### src/rtl/multicycle_control.sv
// Multi-cycle sequencer: steps each instruction through FETCH/DECODE/EXEC/MEM/WB,
// driving datapath controls, inter-stage load enables and a data-memory req/ack handshake.
module multicycle_control #(
  parameter int CNT_W = 32
) (
  input  logic             Clk,
  input  logic             Reset,
  input  logic [31:0]      Instr,
  input  logic             Zero,
  input  logic             Mem_Ack,
  output logic             IR_LdEn,
  output logic             AB_LdEn,
  output logic             ALUOut_LdEn,
  output logic             MDR_LdEn,
  output logic             PC_Sel,
  output logic             PC_LdEn,
  output logic             RF_WrEn,
  output logic             RF_WrData_sel,
  output logic             RF_B_sel,
  output logic             ALU_Bin_sel,
  output logic [3:0]       ALU_func,
  output logic             Mem_Req,
  output logic             Mem_WrEn,
  output logic [2:0]       State,
  output logic [CNT_W-1:0] Instr_Count
);

  typedef enum logic [2:0] {
    FETCH  = 3'd0,
    DECODE = 3'd1,
    EXEC   = 3'd2,
    MEM    = 3'd3,
    WB     = 3'd4
  } state_t;

  state_t state, nextState;

  logic [5:0] opcode;
  logic       isR, isLi, isAddi, isAndi, isOri, isBeq, isBne, isB, isLw, isSw;
  logic       isImm, isBr, isMem;

  assign opcode = Instr[31:26];
  assign isR    = (opcode == 6'b100000);
  assign isLi   = (opcode == 6'b111000);
  assign isAddi = (opcode == 6'b110000);
  assign isAndi = (opcode == 6'b110010);
  assign isOri  = (opcode == 6'b110011);
  assign isBeq  = (opcode == 6'b000000);
  assign isBne  = (opcode == 6'b000001);
  assign isB    = (opcode == 6'b111111);
  assign isLw   = (opcode == 6'b001111);
  assign isSw   = (opcode == 6'b011111);
  assign isImm  = isLi | isAddi | isAndi | isOri;
  assign isBr   = isBeq | isBne | isB;
  assign isMem  = isLw | isSw;

  // Mealy decode; everything is gated off while Reset is low so no stale request leaks out.
  always_comb begin
    IR_LdEn       = 1'b0;
    AB_LdEn       = 1'b0;
    ALUOut_LdEn   = 1'b0;
    MDR_LdEn      = 1'b0;
    PC_Sel        = 1'b0;
    PC_LdEn       = 1'b0;
    RF_WrEn       = 1'b0;
    RF_WrData_sel = 1'b0;
    RF_B_sel      = 1'b0;
    ALU_Bin_sel   = 1'b0;
    ALU_func      = 4'd0;
    Mem_Req       = 1'b0;
    Mem_WrEn      = 1'b0;
    nextState     = FETCH;
    if (Reset) begin
      case (state)
        FETCH: begin
          IR_LdEn   = 1'b1;
          nextState = DECODE;
        end
        DECODE: begin
          AB_LdEn   = 1'b1;
          RF_B_sel  = isImm | isBr | isMem;
          nextState = EXEC;
        end
        EXEC: begin
          ALUOut_LdEn = 1'b1;
          ALU_Bin_sel = isImm | isMem;
          if (isR)                ALU_func = Instr[3:0];
          else if (isAndi)        ALU_func = 4'd2;
          else if (isOri)         ALU_func = 4'd3;
          else if (isBeq | isBne) ALU_func = 4'd1;
          if (isR | isImm) nextState = WB;
          else if (isMem)  nextState = MEM;
          else begin
            // branches and NOPs retire here
            PC_LdEn   = 1'b1;
            PC_Sel    = isB | (isBeq & Zero) | (isBne & ~Zero);
            nextState = FETCH;
          end
        end
        MEM: begin
          Mem_Req  = 1'b1;
          Mem_WrEn = isSw;
          if (!Mem_Ack)   nextState = MEM;
          else if (isLw) begin
            MDR_LdEn  = 1'b1;
            nextState = WB;
          end else begin
            PC_LdEn   = 1'b1;
            nextState = FETCH;
          end
        end
        WB: begin
          RF_WrEn       = 1'b1;
          PC_LdEn       = 1'b1;
          RF_WrData_sel = ~isLw;
          nextState     = FETCH;
        end
        default: nextState = FETCH;
      endcase
    end
  end

  always_ff @(posedge Clk or negedge Reset) begin
    if (!Reset) begin
      state       <= FETCH;
      Instr_Count <= '0;
    end else begin
      state <= nextState;
      if (PC_LdEn) Instr_Count <= Instr_Count + {{(CNT_W-1){1'b0}}, 1'b1};
    end
  end

  assign State = state;

endmodule

### config.mk
export PLATFORM = sky130hd
export DESIGN_NAME = multicycle_control
export DESIGN_NICKNAME = d
export VERILOG_FILES = /design/src/rtl/multicycle_control.sv
export SDC_FILE = /design/constraint.sdc
export NUM_CORES = 1
export LEC_CHECK = 0
export ABC_AREA = 1
export CORE_MARGIN = 2
export CORE_UTILIZATION = 45
export DETAILED_ROUTE_END_ITERATION = 6
export DONT_BUFFER_PORTS = 1
export GPL_ROUTABILITY_DRIVEN = 1
export MAX_ROUTING_LAYER = met4
export PLACE_DENSITY = 0.62
export SETUP_SLACK_MARGIN = 0.5
export SKIP_LAST_GASP = 1
export SLEW_MARGIN = 20
export SYNTH_ARGS = -nofsm -noshare
export SYNTH_HDL_FRONTEND = slang
export SYNTH_SLANG_ARGS = --single-unit
### constraint.sdc
create_clock -name Clk -period 1.85 [get_ports Clk]
set_input_delay 0.185 -clock Clk [delete_from_list [all_inputs] [get_ports Clk]]
set_output_delay 0.185 -clock Clk [all_outputs]
set_load 0.01 [all_outputs]
==> flow_metrics.py, run 1 <==
metrics = {
    "run_status": {
        "status": "completed",
    },
    "clocking": {
        "cts_root_buffer": "clkbuf_8",
        "clk_path_buf_depth": 2,
        "cts.sinks": 35,
        "clk_pin_slew_ns": 0.07,
        "cts_tree": "yes",
        "htreeDepth": 2,
        "worst_skew_pair.late_latency_ns": 0.29,
        "cts_buffers": 5,
    },
    "sta": {
        "slew_headroom_pct": 75.1,
        "fin_setup_tns_ns": 0,
        "fin_skew_ns": 0.00610,
        "hold_viol_final": 0,
        "fin_crit_sh_pct": 88.4,
        "tightestPinTransition_ns": 0.374,
        "finalSetupViolations": 0,
        "min_period_ns": 1.64,
        "rsz0062_at_grt": "true",
        "max_freq_ghz": 0.611,
        "slew_viol_final": 0,
    },
    "synthesis": {
        "ys_ff_latch": 35,
        "yosysWarnings": 0,
        "yosysSeqAreaShare_pct": 32.8,
        "ys_types": 31,
        "synth_cells": 444,
        "synth_nets": 481,
        "netlist_area_sq_um": 2670,
        "syn_area_per_cell_sq_um": 6.01,
    },
    "worst_setup_path": {
        "crit_fanout": 5,
        "slowest_delay_ns": 0.49,
        "timing.critical_path.buf_inv": 1,
        "worstPathArrival_ns": 1.45,
        "crit_path_top_delay_cell": "dfrtp_2",
        "critical_path_required_ns": 1.66,
        "cp-start-kind": "register",
        "worstSetupPathType": "reg2out",
        "cp_top_family": "simple AND/OR/NAND/NOR gates",
        "path_cells": "or2_4 -> nor2_4 -> a21oi_2 -> nand2_4 -> nand2_8 -> inv_4",
        "critPathCaptureType": "output pin",
    },
    "global_routing": {
        "grtUsageMet1_pct": 30.7,
        "antenna_found_initial": 0,
        "grtUsageTotal_pct": 24.9,
        "met2_usage_pct": 40.2,
        "grt_util_met3_pct": 5.78,
        "gr-total-overflow": 0,
        "busiest_layer": "met2",
        "grt_pass1_wl_microns": 12200,
        "grt_max_degree": 74,
        "grt_pass1_vias": 2485,
    },
    "floorplan": {
        "io_pins": 87,
        "die_h_microns": 81.0,
        "rows": 28,
        "fp.dieArea_sq_um": 6560,
        "start_util_pct": 45.8,
        "die_w_microns": 81.0,
        "core-area_sq_um": 5820,
    },
    "route": {
        "drt-initial-drc-count": 178,
        "antenna_left": 0,
        "viasPerCell": 5.14,
        "wl_per_cell_microns": 14.9,
        "drc": 0,
        "firstDrtPassIters": 7,
        "vias": 2772,
        "wirelength_microns": 8060,
    },
    "finish": {
        "num-nets-final": 500,
        "final_util_pct": 57.9,
        "areaGrowthSynthToFinish_pct": 26.3,
        "n_antenna_cell": 0,
        "drive_gt1_share_pct": 23.5,
    },
    "place": {
        "portBuffers": 0,
        "post-dp-hpwl_microns": 5190,
        "gp_congestion": 0.864,
    },
    "power": {
        "leakage_nw": 1.40,
        "vdd.ir_drop.worst_mv": 0.338,
        "p_per_area_nw_per_um2": 576,
    },
    "run": {
        "cap_violations": 0,
    },
    "worst_hold_path": {
        "hp-class": "in2reg",
    },
}
per-layer routing:
metal | vias up | part of all wire (%)
met1 | 1240 | 45
met3 | 13 | 6.2
met4 | 0 | 1.8
met5 | - | 0
li1 | 1426 | -
met2 | 93 | 47
cells in the final DEF, fill, tap and decap left out, types with 2 or more instances in the layout:
cell,netlist,layout
buf_12,0,4
buf_4,0,12
buf_8,0,2
clkbuf_8,0,7
dfrtp_1,35,15
dfrtp_2,0,20
inv_1,42,35
inv_2,1,4
inv_4,0,4
nand2_1,188,177
nand2_2,2,11
nand2_4,2,3
nand2_8,0,3
nand3_1,56,53
nand3_4,0,3
nor2_1,65,45
nor2_2,4,16
nor2_4,1,9
nor3_1,4,3
o21ai_0,8,7
xnor2_1,9,9
xor2_1,2,2
Yosys cell counts, drive strengths merged:
master  number  share of area (%)
nor4         1               0.23
a31oi        2               0.47
nand3       56                 11
o21bai       1               0.28
o21ai        8                1.5
nor2        70                 11
xnor2        9                3.0
dfrtp       35                 33
nor3         5                1.1
a21oi        2               0.52
nand2      192                 28
buf         10                2.5
xor2         2               0.66
or2          1               0.23
ha           1               0.47
nand3b       1               0.28
nand4        1               0.23
clkbuf       1               0.14
inv         43                6.1
a211oi       1               0.28
o22ai        1               0.23
clkinv       1               0.14
report_power, final:
| group | switching (mW) | internal [mW] |
|---|---|---|
| registers | 0.104 | 0.807 |
| logic | 0.216 | 0.175 |
| clock network | 0.297 | 0.340 |
through the flow:
step / hold slack, ns / std cells / setup slack (ns) / power [mW] / cell area (sq um)
2_1_floorplan: -0.111 / 444 / 0.476 / 1.10 / 2740
3_3_place_gp: -0.109 / 515 / 0.275 / 1.12 / 2810
6_report: 0.0287 / 539 / 0.215 / 1.94 / 3370
3_5_place_dp: -0.109 / 515 / 0.241 / 1.13 / 2810
4_1_cts: -0.425 / 534 / 0.188 / 1.88 / 3200
5_1_grt: 0.0270 / 539 / 0.138 / 2.03 / 3370
state kept, by name, summed over array words and instances (netlist names):
signal and flops:
Instr_Count 32, State 3
final timing paths:
check	from	end	slack, ns	depth (start not counted)
setup / recovery	State[1]$_DFF_PN0_	PC_LdEn	0.21	6
hold / removal	Reset	Instr_Count[4]$_DFFE_PN0P_	0.03	2
setup reg to reg	State[2]$_DFF_PN0_	Instr_Count[26]$_DFFE_PN0P_	0.24	9
hold reg to reg	Instr_Count[6]$_DFFE_PN0P_	Instr_Count[6]$_DFFE_PN0P_	0.58	2
max in group asynchronous	Reset	State[0]$_DFF_PN0_	1.30	2
min in group asynchronous	Reset	Instr_Count[4]$_DFFE_PN0P_	0.35	2
kinds of logic (layout without fill, tap and decap cells):
kind of cell,Yosys count,after routing,share of synthesized area [%]
adder cells (fa/ha/maj),1,1,0.469
AND/OR/NAND/NOR,327,329,50.9
AO/OA/AOI/OAI,15,15,3.29
XOR/XNOR,11,11,3.61
buffers and inverters,55,73,8.87
flip-flops,35,35,32.8
final cells by class:
type	instances	area (sq um)
fillers	598	2450
flip-flops and latches	35	901
repair buffers	21	254
multi-input cells	356	1840
clock buffers	8	100
inverters	44	175
well taps	75	93.8
timing repair:
action | 4_1_cts | 5_1_grt
setup buffers | 8 | 3
gates cloned | 3 | 0
pin swaps | 10 | 6
resized for setup | 43 | 36
setup endpoints to repair | 48 | 48
endpoints found under the hold margin | 35 | 35
(Power assumes the default switching activity.)
==> run 2, diff against run 1 <==
--- a/config.mk
+++ b/config.mk
@@ -19,3 +19,4 @@
 export SYNTH_ARGS = -nofsm -noshare
 export SYNTH_HDL_FRONTEND = slang
 export SYNTH_SLANG_ARGS = --single-unit
+export TNS_END_PERCENT = 50
==> flow_metrics.py, run 2 (synthesis results as in run 1) <==
metrics = {
    "floorplan": {
        "die_h_microns": 81.0,
        "die_w_microns": 81.0,
        "start_util_pct": 45.8,
        "fp.dieArea_sq_um": 6560,
        "core-area_sq_um": 5820,
        "io_pins": 87,
        "rows": 28,
    },
    "sta": {
        "setup_slack_ns": 0.221,
        "max_freq_ghz": 0.614,
        "fin_setup_tns_ns": 0,
        "fin_skew_ns": 0.00631,
        "finalSetupViolations": 0,
        "min_period_ns": 1.63,
        "slew_headroom_pct": 76.5,
        "hold_viol_final": 0,
        "slew_viol_final": 0,
        "fin_crit_sh_pct": 88.0,
        "tightestPinTransition_ns": 0.348,
        "rsz0062_at_grt": "true",
    },
    "worst_hold_path": {
        "hp-class": "in2reg",
    },
    "worst_setup_path": {
        "worstSetupPathType": "reg2out",
        "slowest_delay_ns": 0.48,
        "critPathCaptureType": "output pin",
        "crit_fanout": 5,
        "crit_path_top_delay_cell": "dfrtp_2",
        "cp-start-kind": "register",
        "timing.critical_path.buf_inv": 1,
        "worstPathArrival_ns": 1.44,
        "path_cells": "or2_4 -> nor2_4 -> a21oi_2 -> nand2_4 -> nand2_8 -> inv_4",
        "cp_top_family": "simple AND/OR/NAND/NOR gates",
        "critical_path_required_ns": 1.66,
    },
    "global_routing": {
        "grt_pass1_vias": 2551,
        "grtUsageTotal_pct": 25.9,
        "gr-total-overflow": 0,
        "grt_max_degree": 74,
        "antenna_found_initial": 0,
        "grt_pass1_wl_microns": 12800,
    },
    "route": {
        "wl_per_cell_microns": 15.2,
        "firstDrtPassIters": 4,
        "antenna_left": 0,
        "vias": 2842,
        "drc": 0,
        "viasPerCell": 5.26,
        "wirelength_microns": 8200,
        "drt-initial-drc-count": 181,
    },
    "clocking": {
        "cts.sinks": 35,
        "cts_buffers": 5,
        "cts_root_buffer": "clkbuf_8",
        "worst_skew_pair.late_latency_ns": 0.29,
        "cts_tree": "yes",
        "clk_path_buf_depth": 2,
        "htreeDepth": 2,
        "clk_pin_slew_ns": 0.07,
    },
    "finish": {
        "fill_cells": 568,
        "largest_reg_flops": 32,
        "layout_commonest_cell": "nand2_1",
        "n_antenna_cell": 0,
        "drive_gt1_share_pct": 23.9,
        "areaGrowthSynthToFinish_pct": 30.2,
        "layout_common_cells": "nand2_1 (170), nor2_1 (51), nand3_1 (46)",
        "final_cell_count_no_fill": 540,
        "top_register": "Instr_Count",
        "num-nets-final": 501,
    },
    "power": {
        "leakage_nw": 1.45,
        "p_per_area_nw_per_um2": 573,
        "vdd.ir_drop.worst_mv": 0.399,
    },
    "run": {
        "cap_violations": 0,
    },
    "place": {
        "portBuffers": 0,
        "post-dp-hpwl_microns": 5050,
        "dp_cells": 514,
        "gp_congestion": 0.864,
        "pre_cts_ws_ns": 0.235,
    },
    "run_status": {
        "status": "completed",
    },
}
run 2: changes by cell type in the layout (fill, tap and decap cells not counted), moves of 6 or more:
cell	change
nand2_1	-7
nand2_2	+6
nand3_1	-7
nor2_1	+6
run 2: repair_timing:
item / CTS / global route
pin swaps: 11 / 15
buffers inserted: 8 / 3
cloned: 5 / 0
endpoints found under the setup margin: 48 / 48
hold endpoints to repair: 35 / 35
resized for setup: 45 / 40
run 2: report_power, final:
part | total [mW] | internal, mW | switching [mW]
registers | 0.912 | 0.807 | 0.104
logic | 0.452 | 0.213 | 0.239
clock network | 0.626 | 0.340 | 0.285
run 2: worst paths after layout:
check	from	endpoint	slack, ns	cells past startpoint
max reg2reg	State[2]$_DFF_PN0_	Instr_Count[4]$_DFFE_PN0P_	0.24	10
max	State[1]$_DFF_PN0_	PC_LdEn	0.22	6
min reg2reg	Instr_Count[6]$_DFFE_PN0P_	Instr_Count[6]$_DFFE_PN0P_	0.58	2
min in group asynchronous	Reset	Instr_Count[4]$_DFFE_PN0P_	0.34	2
min	Reset	Instr_Count[1]$_DFFE_PN0P_	0.02	2
max in group asynchronous	Reset	State[1]$_DFF_PN0_	1.29	2
run 2: metrics by stage:
step           utilization, %  hold slack [ns]  power (mW)  area (sq um)
2_1_floorplan               -           -0.111        1.10          2740
3_3_place_gp             48.1           -0.109        1.12          2800
3_5_place_dp             48.1           -0.109        1.13          2800
4_1_cts                  56.3           -0.421        1.92          3280
5_1_grt                  59.7           0.0160        2.09          3470
6_report                 59.7           0.0230        1.99          3470
run 2: area by class of cell:
type / count / area (sq um) / share of cell area, %
clock buffer: 8 / 100 / 2.88
inverter: 44 / 175 / 5.05
multi-input combinational: 356 / 1870 / 54.0
sequential: 35 / 895 / 25.8
tap: 75 / 93.8 / 2.70
timing repair buffer: 22 / 334 / 9.62
run 2: layer usage:
layer  wire length [microns]  track usage [%]  share of wire (%)
met5                       0                -                  0
met4                     144             8.31                1.8
met1                    3580             33.4                 44
met3                     578             5.67                7.0
met2                    3900             40.5                 48
==> run 3, diff against run 2 <==
--- a/config.mk
+++ b/config.mk
@@ -7,12 +7,12 @@
 export LEC_CHECK = 0
 export ABC_AREA = 1
 export CORE_MARGIN = 2
-export CORE_UTILIZATION = 45
+export CORE_UTILIZATION = 55
 export DETAILED_ROUTE_END_ITERATION = 6
 export DONT_BUFFER_PORTS = 1
 export GPL_ROUTABILITY_DRIVEN = 1
 export MAX_ROUTING_LAYER = met4
-export PLACE_DENSITY = 0.62
+export PLACE_DENSITY = 0.72
 export SETUP_SLACK_MARGIN = 0.5
 export SKIP_LAST_GASP = 1
 export SLEW_MARGIN = 20
==> flow_metrics.py, run 3 (synthesis results as in run 1) <==
metrics = {
    "global_routing": {
        "grt_util_met3_pct": 7.13,
        "grtUsageMet1_pct": 41.2,
        "grt_pass1_vias": 2577,
        "grt_max_degree": 74,
        "antenna_found_initial": 0,
        "met2_usage_pct": 47.4,
        "grt_pass1_wl_microns": 12600,
        "gr-total-overflow": 0,
        "busiest_layer": "met2",
        "grtUsageTotal_pct": 30.8,
    },
    "worst_setup_path": {
        "rrSetupSlack_ns": 0.26,
        "reg2reg_to": "Instr_Count[13]$_DFFE_PN0P_",
        "worstSetupPathType": "reg2out",
        "critPathCaptureType": "output pin",
        "slowest_delay_ns": 0.46,
        "crit_fanout": 4,
        "rr_startpoint": "State[1]$_DFF_PN0_",
        "reg2regPathDepth": 9,
        "path_cells": "inv_4 -> nand3_4 -> nor2_4 -> inv_4 -> buf_4 -> nor2_4",
        "worstPathArrival_ns": 1.48,
        "cp-start-kind": "register",
        "critical_path_required_ns": 1.66,
        "crit_path_top_delay_cell": "dfrtp_2",
    },
    "finish": {
        "drive_gt1_share_pct": 25.6,
        "largest_reg_flops": 32,
        "top_register": "Instr_Count",
        "n_antenna_cell": 0,
        "areaGrowthSynthToFinish_pct": 28.5,
        "layout_common_cells": "nand2_1 (173), nor2_1 (47), nand3_1 (47)",
        "layout_commonest_cell": "nand2_1",
        "num-nets-final": 505,
        "fill_cells": 386,
    },
    "floorplan": {
        "die_h_microns": 73.6,
        "start_util_pct": 56.8,
        "fp.dieArea_sq_um": 5420,
        "io_pins": 87,
        "die_w_microns": 73.6,
        "rows": 25,
        "core-area_sq_um": 4690,
    },
    "worst_hold_path": {
        "hold_depth": 2,
        "hp-class": "in2reg",
        "hp-start": "Reset",
        "hold_end": "Instr_Count[1]$_DFFE_PN0P_",
    },
    "route": {
        "wirelength_microns": 8500,
        "wl_per_cell_microns": 16.2,
        "firstDrtPassIters": 5,
        "viasPerCell": 5.72,
        "vias": 2989,
        "drc": 0,
        "antenna_left": 0,
        "drt-initial-drc-count": 221,
    },
    "place": {
        "post-dp-hpwl_microns": 5060,
        "portBuffers": 0,
        "gp_congestion": 0.866,
    },
    "power": {
        "vdd.ir_drop.worst_mv": 0.385,
        "total_power_mw": 1.92,
        "leakage_nw": 1.43,
        "p_per_area_nw_per_um2": 559,
    },
    "sta": {
        "fin_crit_sh_pct": 90.1,
        "fin_setup_tns_ns": 0,
        "slew_headroom_pct": 72.9,
        "min_period_ns": 1.67,
        "tightestPinTransition_ns": 0.407,
        "hold_ws_ns": 0.0267,
        "rsz0062_at_grt": "true",
        "max_freq_ghz": 0.600,
        "finalSetupViolations": 0,
        "fin_skew_ns": 0.0114,
        "hold_viol_final": 0,
        "slew_viol_final": 0,
    },
    "clocking": {
        "htreeDepth": 2,
        "clk_path_buf_depth": 2,
        "clk_pin_slew_ns": 0.08,
        "cts_buffers": 5,
        "cts.sinks": 35,
        "cts_tree": "yes",
        "worst_skew_pair.late_latency_ns": 0.29,
        "cts_root_buffer": "clkbuf_8",
    },
    "run_status": {
        "status": "completed",
    },
    "run": {
        "cap_violations": 0,
    },
}
-- run 3: cell type report --
class | count | area, sq um | share of cell area [%]
inverter | 44 | 175 | 5.11
timing repair buffer | 26 | 319 | 9.31
multi-input combinational | 356 | 1870 | 54.6
clock inverter | 1 | 5.00 | 0.146
tap | 54 | 67.6 | 1.97
clock buffer | 7 | 86.3 | 2.52
sequential | 35 | 901 | 26.3
-- run 3: layer usage --
| metal | routed length, microns | share of wire [%] |
|---|---|---|
| met1 | 3630 | 43 |
| met2 | 4020 | 47 |
| met3 | 663 | 7.8 |
| met4 | 188 | 2.2 |
| met5 | 0 | 0 |
-- run 3: worst max path at each step --
stage / start / end / slack (ns) / depth (start not counted)
floorplan: State[2]$_DFF_PN0_ / PC_LdEn / 0.48 / 8
global placement: Instr_Count[1]$_DFFE_PN0P_ / Instr_Count[30]$_DFFE_PN0P_ / 0.24 / 8
detailed placement: Instr_Count[1]$_DFFE_PN0P_ / Instr_Count[30]$_DFFE_PN0P_ / 0.20 / 8
CTS: State[2]$_DFF_PN0_ / ALU_func[1] / 0.22 / 5
global route: State[2]$_DFF_PN0_ / ALU_func[2] / 0.14 / 6
finish: State[2]$_DFF_PN0_ / ALU_func[2] / 0.18 / 6
-- run 3: stage by stage --
stage	instance area (sq um)	instances	util, %	setup slack [ns]
floorplan	2740	444	-	0.476
global placement	2790	496	59.5	0.238
detailed placement	2790	496	59.5	0.198
CTS	3230	518	68.9	0.219
global route	3430	523	73.0	0.143
finish	3430	523	73.0	0.183
-- run 3: where the power goes --
group	switching, mW	internal (mW)
combinational	0.226	0.183
clock	0.292	0.301
sequential	0.108	0.807
-- run 3: repair_timing --
action                                  4_1_cts  5_1_grt
endpoints found under the setup margin       48       47
endpoints found under the hold margin        35       35
gates cloned                                  4        1
pin swaps                                    16       16
resized for setup                            55       36
setup buffers                                10        2
-- run 3: worst max-delay path, delay by kind of cell, from the launching register on --
| kind | cells | cell delay, ns |
|---|---|---|
| flip-flops | 1 | 0.46 |
| AND/OR/NAND/NOR | 3 | 0.39 |
| buffers and inverters | 3 | 0.34 |
